### src/rtl/rca4_shared_seq_adder.sv
// Time-multiplexed wide unsigned adder: two requesters share one 4-bit
// ripple-carry slice. A round-robin arbiter accepts one operand pair. The
// sequencer then adds one nibble per cycle, LSB first, through a registered
// carry, and returns a (W+1)-bit sum on a valid/ready response port.
//
// Handshakes: a transfer happens on a rising clk edge where valid and ready
// are both high. A requester holds valid and its operands stable until it
// sees ready. The consumer may hold rsp_ready low for any number of cycles,
// and rsp_sum/rsp_id stay stable meanwhile.
module rca4_shared_seq_adder #(
  parameter int N_NIB = 4
) (
  input  logic                 clk,
  input  logic                 rst_n,
  input  logic                 req0_valid,
  output logic                 req0_ready,
  input  logic [4*N_NIB-1:0]   req0_a,
  input  logic [4*N_NIB-1:0]   req0_b,
  input  logic                 req1_valid,
  output logic                 req1_ready,
  input  logic [4*N_NIB-1:0]   req1_a,
  input  logic [4*N_NIB-1:0]   req1_b,
  output logic                 rsp_valid,
  input  logic                 rsp_ready,
  output logic [4*N_NIB:0]     rsp_sum,
  output logic                 rsp_id,
  output logic                 busy,
  output logic [1:0]           dbg_state_o
);

  localparam int W  = 4 * N_NIB;
  localparam int KW = $clog2(N_NIB) + 1;

  typedef enum logic [1:0] {
    ST_IDLE = 2'd0,
    ST_ADD  = 2'd1,
    ST_DONE = 2'd2
  } state_e;

  state_e          state_q, state_d;
  logic [W-1:0]    a_q, a_d, b_q, b_d;
  logic [W:0]      sum_q, sum_d;
  logic            c_q, c_d;
  logic [KW-1:0]   k_q, k_d;
  logic            id_q, id_d;
  logic            last_q, last_d;

  logic            grant;
  logic            accept;
  logic [W-1:0]    a_sh, b_sh;
  logic [3:0]      nib_a, nib_b, nib_s;
  logic [4:0]      cy;
  logic            last_nib;

  // Round-robin grant: a lone requester always wins; under contention the
  // requester that did not win last time gets the slot.
  always_comb begin
    grant      = (req0_valid & req1_valid) ? ~last_q : req1_valid;
    req0_ready = (state_q == ST_IDLE) & req0_valid & ~grant & rst_n;
    req1_ready = (state_q == ST_IDLE) & req1_valid &  grant & rst_n;
    accept     = (req0_valid & req0_ready) | (req1_valid & req1_ready);
  end

  // Shared slice: four chained full adders on nibble k with carry-in c_q.
  always_comb begin
    a_sh     = a_q >> {k_q, 2'b00};
    b_sh     = b_q >> {k_q, 2'b00};
    nib_a    = a_sh[3:0];
    nib_b    = b_sh[3:0];
    nib_s    = 4'd0;
    cy       = 5'd0;
    cy[0]    = c_q;
    for (int j = 0; j < 4; j++) begin
      nib_s[j]  = nib_a[j] ^ nib_b[j] ^ cy[j];
      cy[j + 1] = (nib_a[j] & nib_b[j]) | (cy[j] & (nib_a[j] ^ nib_b[j]));
    end
    last_nib = (k_q == KW'(N_NIB - 1));
  end

  // Sequencer next state: latch on accept, one nibble per ADD cycle, hold in DONE.
  always_comb begin
    state_d = state_q;
    a_d     = a_q;
    b_d     = b_q;
    sum_d   = sum_q;
    c_d     = c_q;
    k_d     = k_q;
    id_d    = id_q;
    last_d  = last_q;
    unique case (state_q)
      ST_IDLE: begin
        if (accept) begin
          a_d     = grant ? req1_a : req0_a;
          b_d     = grant ? req1_b : req0_b;
          id_d    = grant;
          last_d  = grant;
          c_d     = 1'b0;
          k_d     = '0;
          sum_d   = '0;
          state_d = ST_ADD;
        end
      end
      ST_ADD: begin
        for (int i = 0; i < N_NIB; i++) begin
          if (k_q == KW'(i)) sum_d[4*i +: 4] = nib_s;
        end
        c_d = cy[4];
        k_d = k_q + KW'(1);
        if (last_nib) begin
          sum_d[W] = cy[4];
          state_d  = ST_DONE;
        end
      end
      ST_DONE: begin
        if (rsp_ready) state_d = ST_IDLE;
      end
      default: state_d = ST_IDLE;
    endcase
  end

  // State and datapath registers; reset discards any in-flight operation.
  always_ff @(posedge clk or negedge rst_n) begin
    if (!rst_n) begin
      state_q <= ST_IDLE;
      a_q     <= '0;
      b_q     <= '0;
      sum_q   <= '0;
      c_q     <= 1'b0;
      k_q     <= '0;
      id_q    <= 1'b0;
      last_q  <= 1'b1;
    end else begin
      state_q <= state_d;
      a_q     <= a_d;
      b_q     <= b_d;
      sum_q   <= sum_d;
      c_q     <= c_d;
      k_q     <= k_d;
      id_q    <= id_d;
      last_q  <= last_d;
    end
  end

  // Registered response and status outputs.
  always_comb begin
    rsp_valid   = (state_q == ST_DONE);
    busy        = (state_q != ST_IDLE);
    rsp_sum     = sum_q;
    rsp_id      = id_q;
    dbg_state_o = state_q;
  end

endmodule

### config.mk
export PLATFORM = sky130hd
export DESIGN_NAME = rca4_shared_seq_adder
export DESIGN_NICKNAME = d
export VERILOG_FILES = /design/src/rtl/rca4_shared_seq_adder.sv
export SDC_FILE = /design/constraint.sdc
export NUM_CORES = 1
export LEC_CHECK = 0
export CORE_ASPECT_RATIO = 1.5
export CORE_MARGIN = 4
export CORE_UTILIZATION = 42
export DETAILED_ROUTE_END_ITERATION = 12
export HOLD_SLACK_MARGIN = 0.06
export PLACE_DENSITY = 0.85
export SYNTH_ARGS = -nofsm -noshare
export SYNTH_HDL_FRONTEND = slang
export SYNTH_SLANG_ARGS = --single-unit
### constraint.sdc
create_clock -name clk -period 3.1 [get_ports clk]
set_input_delay 0.465 -clock clk [delete_from_list [all_inputs] [get_ports clk]]
set_output_delay 0.465 -clock clk [all_outputs]
set_load 0.01 [all_outputs]
==> run summary <==
After layout, the worst setup slack is 0.198 ns. The post-route non-filler standard cell count was 419. Number of nets with antenna violations after detailed routing: 0.

The post-CTS setup repair buffer count came out at 0. After synthesis the cells add up to 2940 sq um. The net switching share of the total power came out at 37.1%. The repair_antennas step left the layout with diodes totalling 0. The tools report the post-placement cell count as 403.

The net load switching power is 1.51 mW, and the final count of negative-setup-slack endpoints is 0. Of the synthesized area, sequential elements account for 48.6%. The clock slew at the register clock pins of the worst setup and hold paths was 0.06 ns. Clock skew on the completed layout was measured at 0.00778 ns.

The total overflow reported by the global router is 0, and the routed wire length is 7840 um. From left edge to right edge, the die measures 76.3 um. The shortest period the worst path allows came out at 2.90 ns. Across the VDD grid, the largest voltage drop is 530 uV. The worst setup path is launched from an input port. The detailed router finished its first iteration with 177 violations.

At the end of routability-driven placement, the weighted congestion stood at 0.790. The worst slack after detailed placement was 0.221 ns. The pre-antenna-repair detailed-routing pass consisted of 4 iterations.

Transition at the pin with the smallest max-transition slack: 0.598 ns. The internal cell power came out at 2.57 mW. The number of global-route vias before repair is 2,427, and the global-route wire length before repair is 12,200 um. The flow ran to the end, and the final reports show no timing, DRC or antenna violations.

Library cell used as clock root buffer: sky130_fd_sc_hd__clkbuf_8. The summed negative setup slack over all endpoints was 0 ns; the standard-cell row count was 37. The vias after detailed routing came out at 2,426.

TritonCTS built the clock tree. The worst path uses 93.6% of the clock period. Dividing the detail-routed via count by the number of cells gives 5.79. For the total placed instance area, the log shows 3880 sq um. Pin placement for this block handled 93 I/O pins. Detailed placement ended at an HPWL of 6040 um.

On the final layout, the worst hold slack is 0.530 ns. The logs give 0 for the reported max-cap violation count and 325 for the net count after synthesis. The power per standard cell area came out at 999 nW/um^2.

The share of total power dissipated in the clock network is 16.8%. The number of pins exceeding their max-slew limit in the final report is 0, and the share of the core filled with cells is 59.6%. After layout, the design draws a total of 4.08 mW. For the number of buffers inserted during clock tree synthesis, the log shows 9. The tools report the starting utilization of the core area as 42.8%.

Synthesis inferred 57 register bits. The tightest min-delay check is of the reg -> reg type. In this run the number of H-tree levels came out at 3.

Input and output buffers added on the ports amount to 92. STA classifies the critical path endpoint as an output pin. Dividing the detail-routed wire length by the instance count gives 18.7 um. The logs give 8420 sq um for the die area and 2.63 ns for the critical path data required time. Ranked by total cell area, the synthesized netlist is headed by sky130_fd_sc_hd__dfrtp_1 48%, sky130_fd_sc_hd__o221a_2 12%, sky130_fd_sc_hd__or3_1 6.8%. The pin count of the biggest net entering global routing is 51. The global-route usage over all layers was 19.1%. The finished cells cover 4080 sq um. Setup repair after global routing left no endpoint under its margin. The upper clock frequency limit came out at 0.345 GHz.

The number of antenna violations at the first check in global routing came out at 0. Relative to the synthesized area, the layout overhead comes to 39.1%. The total DRC errors in the routed layout came out at 0. Combinational logic is responsible for 49.6% of the overall power. The relative contribution of sequential cells to total power was 33.6%; the leakage dissipation was 1.62 nW.

The data arrival time of the critical path is 2.44 ns, and the fraction of final layout cells sized beyond drive strength 1 is 19.9%. For the total clock sinks, the log shows 57. Synthesis instantiated 35 different standard cells from the library. The core region is 6850 sq um.

The number of failing hold endpoints at the final stage came out at 0. Synthesis produced 247 cells. Clock latency on the worst-skew pair, taken at its later pin, is 0.34 ns.

The critical path is of the in -> out type. The share of synthesized area in the top cell type comes to 47.7%. Relative slew slack: 60.1%. The vertical extent of the die was 110 um.

The average instance in the mapped netlist occupies 11.9 sq um. Dominant cell type by area after synthesis: sky130_fd_sc_hd__dfrtp_1. The run gives 2 as the number of buffers on the longest clock path. The synthesis warning total was 0. The highest fanout seen on the critical path is 11, and the number of nets at the end of the flow is 415.
-- critical path, cell delays in order --
cell and delay, ns:
sky130_fd_sc_hd__dlygate4sd3_1 0.56, sky130_fd_sc_hd__buf_2 0.27, sky130_fd_sc_hd__or3b_1 0.40, sky130_fd_sc_hd__nor2_1 0.12
sky130_fd_sc_hd__clkdlybuf4s50_1 0.61
-- worst paths after layout --
check | start | to | slack [ns] | cells after the start
max | rst_n | req1_ready | 0.20 | 5
min | rsp_sum[13]$_DFFE_PN0P_ | rsp_sum[13]$_DFFE_PN0P_ | 0.53 | 1
max reg2reg | k_q[0]$_DFFE_PN0P_ | rsp_sum[15]$_DFFE_PN0P_ | 0.23 | 9
min reg2reg | rsp_sum[13]$_DFFE_PN0P_ | rsp_sum[13]$_DFFE_PN0P_ | 0.53 | 1
max in group asynchronous | rst_n | b_q[13]$_DFFE_PN0P_ | 1.65 | 3
min in group asynchronous | rst_n | b_q[0]$_DFFE_PN0P_ | 0.59 | 2
-- kinds of logic (layout without fill, tap and decap cells) --
| group | after synthesis | in the layout | synth area share, % |
|---|---|---|---|
| adder cells (fa/ha/maj) | 9 | 9 | 4.86 |
| AO/OA/AOI/OAI | 67 | 67 | 20.3 |
| buffers and inverters | 37 | 131 | 6.35 |
| flip-flops | 57 | 57 | 48.6 |
| multiplexers | 8 | 8 | 6.14 |
| AND/OR/NAND/NOR | 69 | 69 | 13.7 |
-- final cells by class --
type	instances	area, sq um
multi-input cells	153	1320
clock inverters	3	40.0
clock buffers	12	155
flip-flops and latches	57	1430
fillers	561	2770
repair buffers	101	986
inverters	15	56.3
well taps	78	97.6
-- cell usage after synthesis (all sizes together) --
cell type	number
clkbuf	8
nand3	1
dfstp	1
inv	14
ha	5
nand4bb	3
clkinv	1
and2	2
mux4	8
o21ai	2
buf	14
nand2	21
nor2b	1
o221a	32
a21o	1
nand2b	3
fa	4
o22ai	22
nor2	3
or3	32
a22o	5
a21bo	1
dfrtp	56
nor3b	1
a21oi	1
or3b	1
o211ai	1
or2	1
a31oi	1
o2bb2ai	1
-- sequential cells by signal, indices dropped and copies added (netlist names) --
register,count
last_q,1
rsp_id,1
c_q,1
dbg_state_o,2
rsp_sum,17
k_q,3
b_q,16
a_q,16
-- layer usage --
metal	vias up	global-route usage, %	wire (um)
li1	1127	-	-
met1	1185	19.0	2740
met2	87	36.6	4400
met3	27	4.23	357
met4	0	11.1	338
met5	-	0	0
-- power groups by stage --
| stage | Sequential, mW | Combinational, mW | Clock [mW] |
|---|---|---|---|
| 3_3_place_gp | 1.36 | 1.95 | 0 |
| 3_5_place_dp | 1.38 | 2.02 | 0 |
| 6_report | 1.37 | 2.02 | 0.684 |
| 4_1_cts | 1.38 | 2.03 | 0.693 |
| 5_1_grt | 1.41 | 2.21 | 0.722 |
| 2_1_floorplan | 1.28 | 1.41 | 0 |
-- what timing repair did --
item	4_1_cts	5_1_grt
endpoints found under the hold margin	6	0
gates resized for setup	0	0
hold buffers	1	0
setup endpoints to repair	0	0
-- placed cells by master (no fill, tap or decap), drive strengths merged --
master	n
dlygate4sd3	1
or3	32
a21bo	1
dfrtp	56
and2	2
nor2b	1
nand3	1
buf	9
bufinv	1
clkbuf	12
a21o	1
nand2b	3
o211ai	1
or2	1
o21ai	2
dfstp	1
o221a	32
nor2	3
nand4bb	3
a31oi	1
nor3b	1
ha	5
o22ai	22
fa	4
a21oi	1
mux4	8
o2bb2ai	1
clkdlybuf4s50	91
inv	14
or3b	1
clkinv	3
nand2	21
a22o	5
No activity file was read; power rests on OpenSTA's default activity.
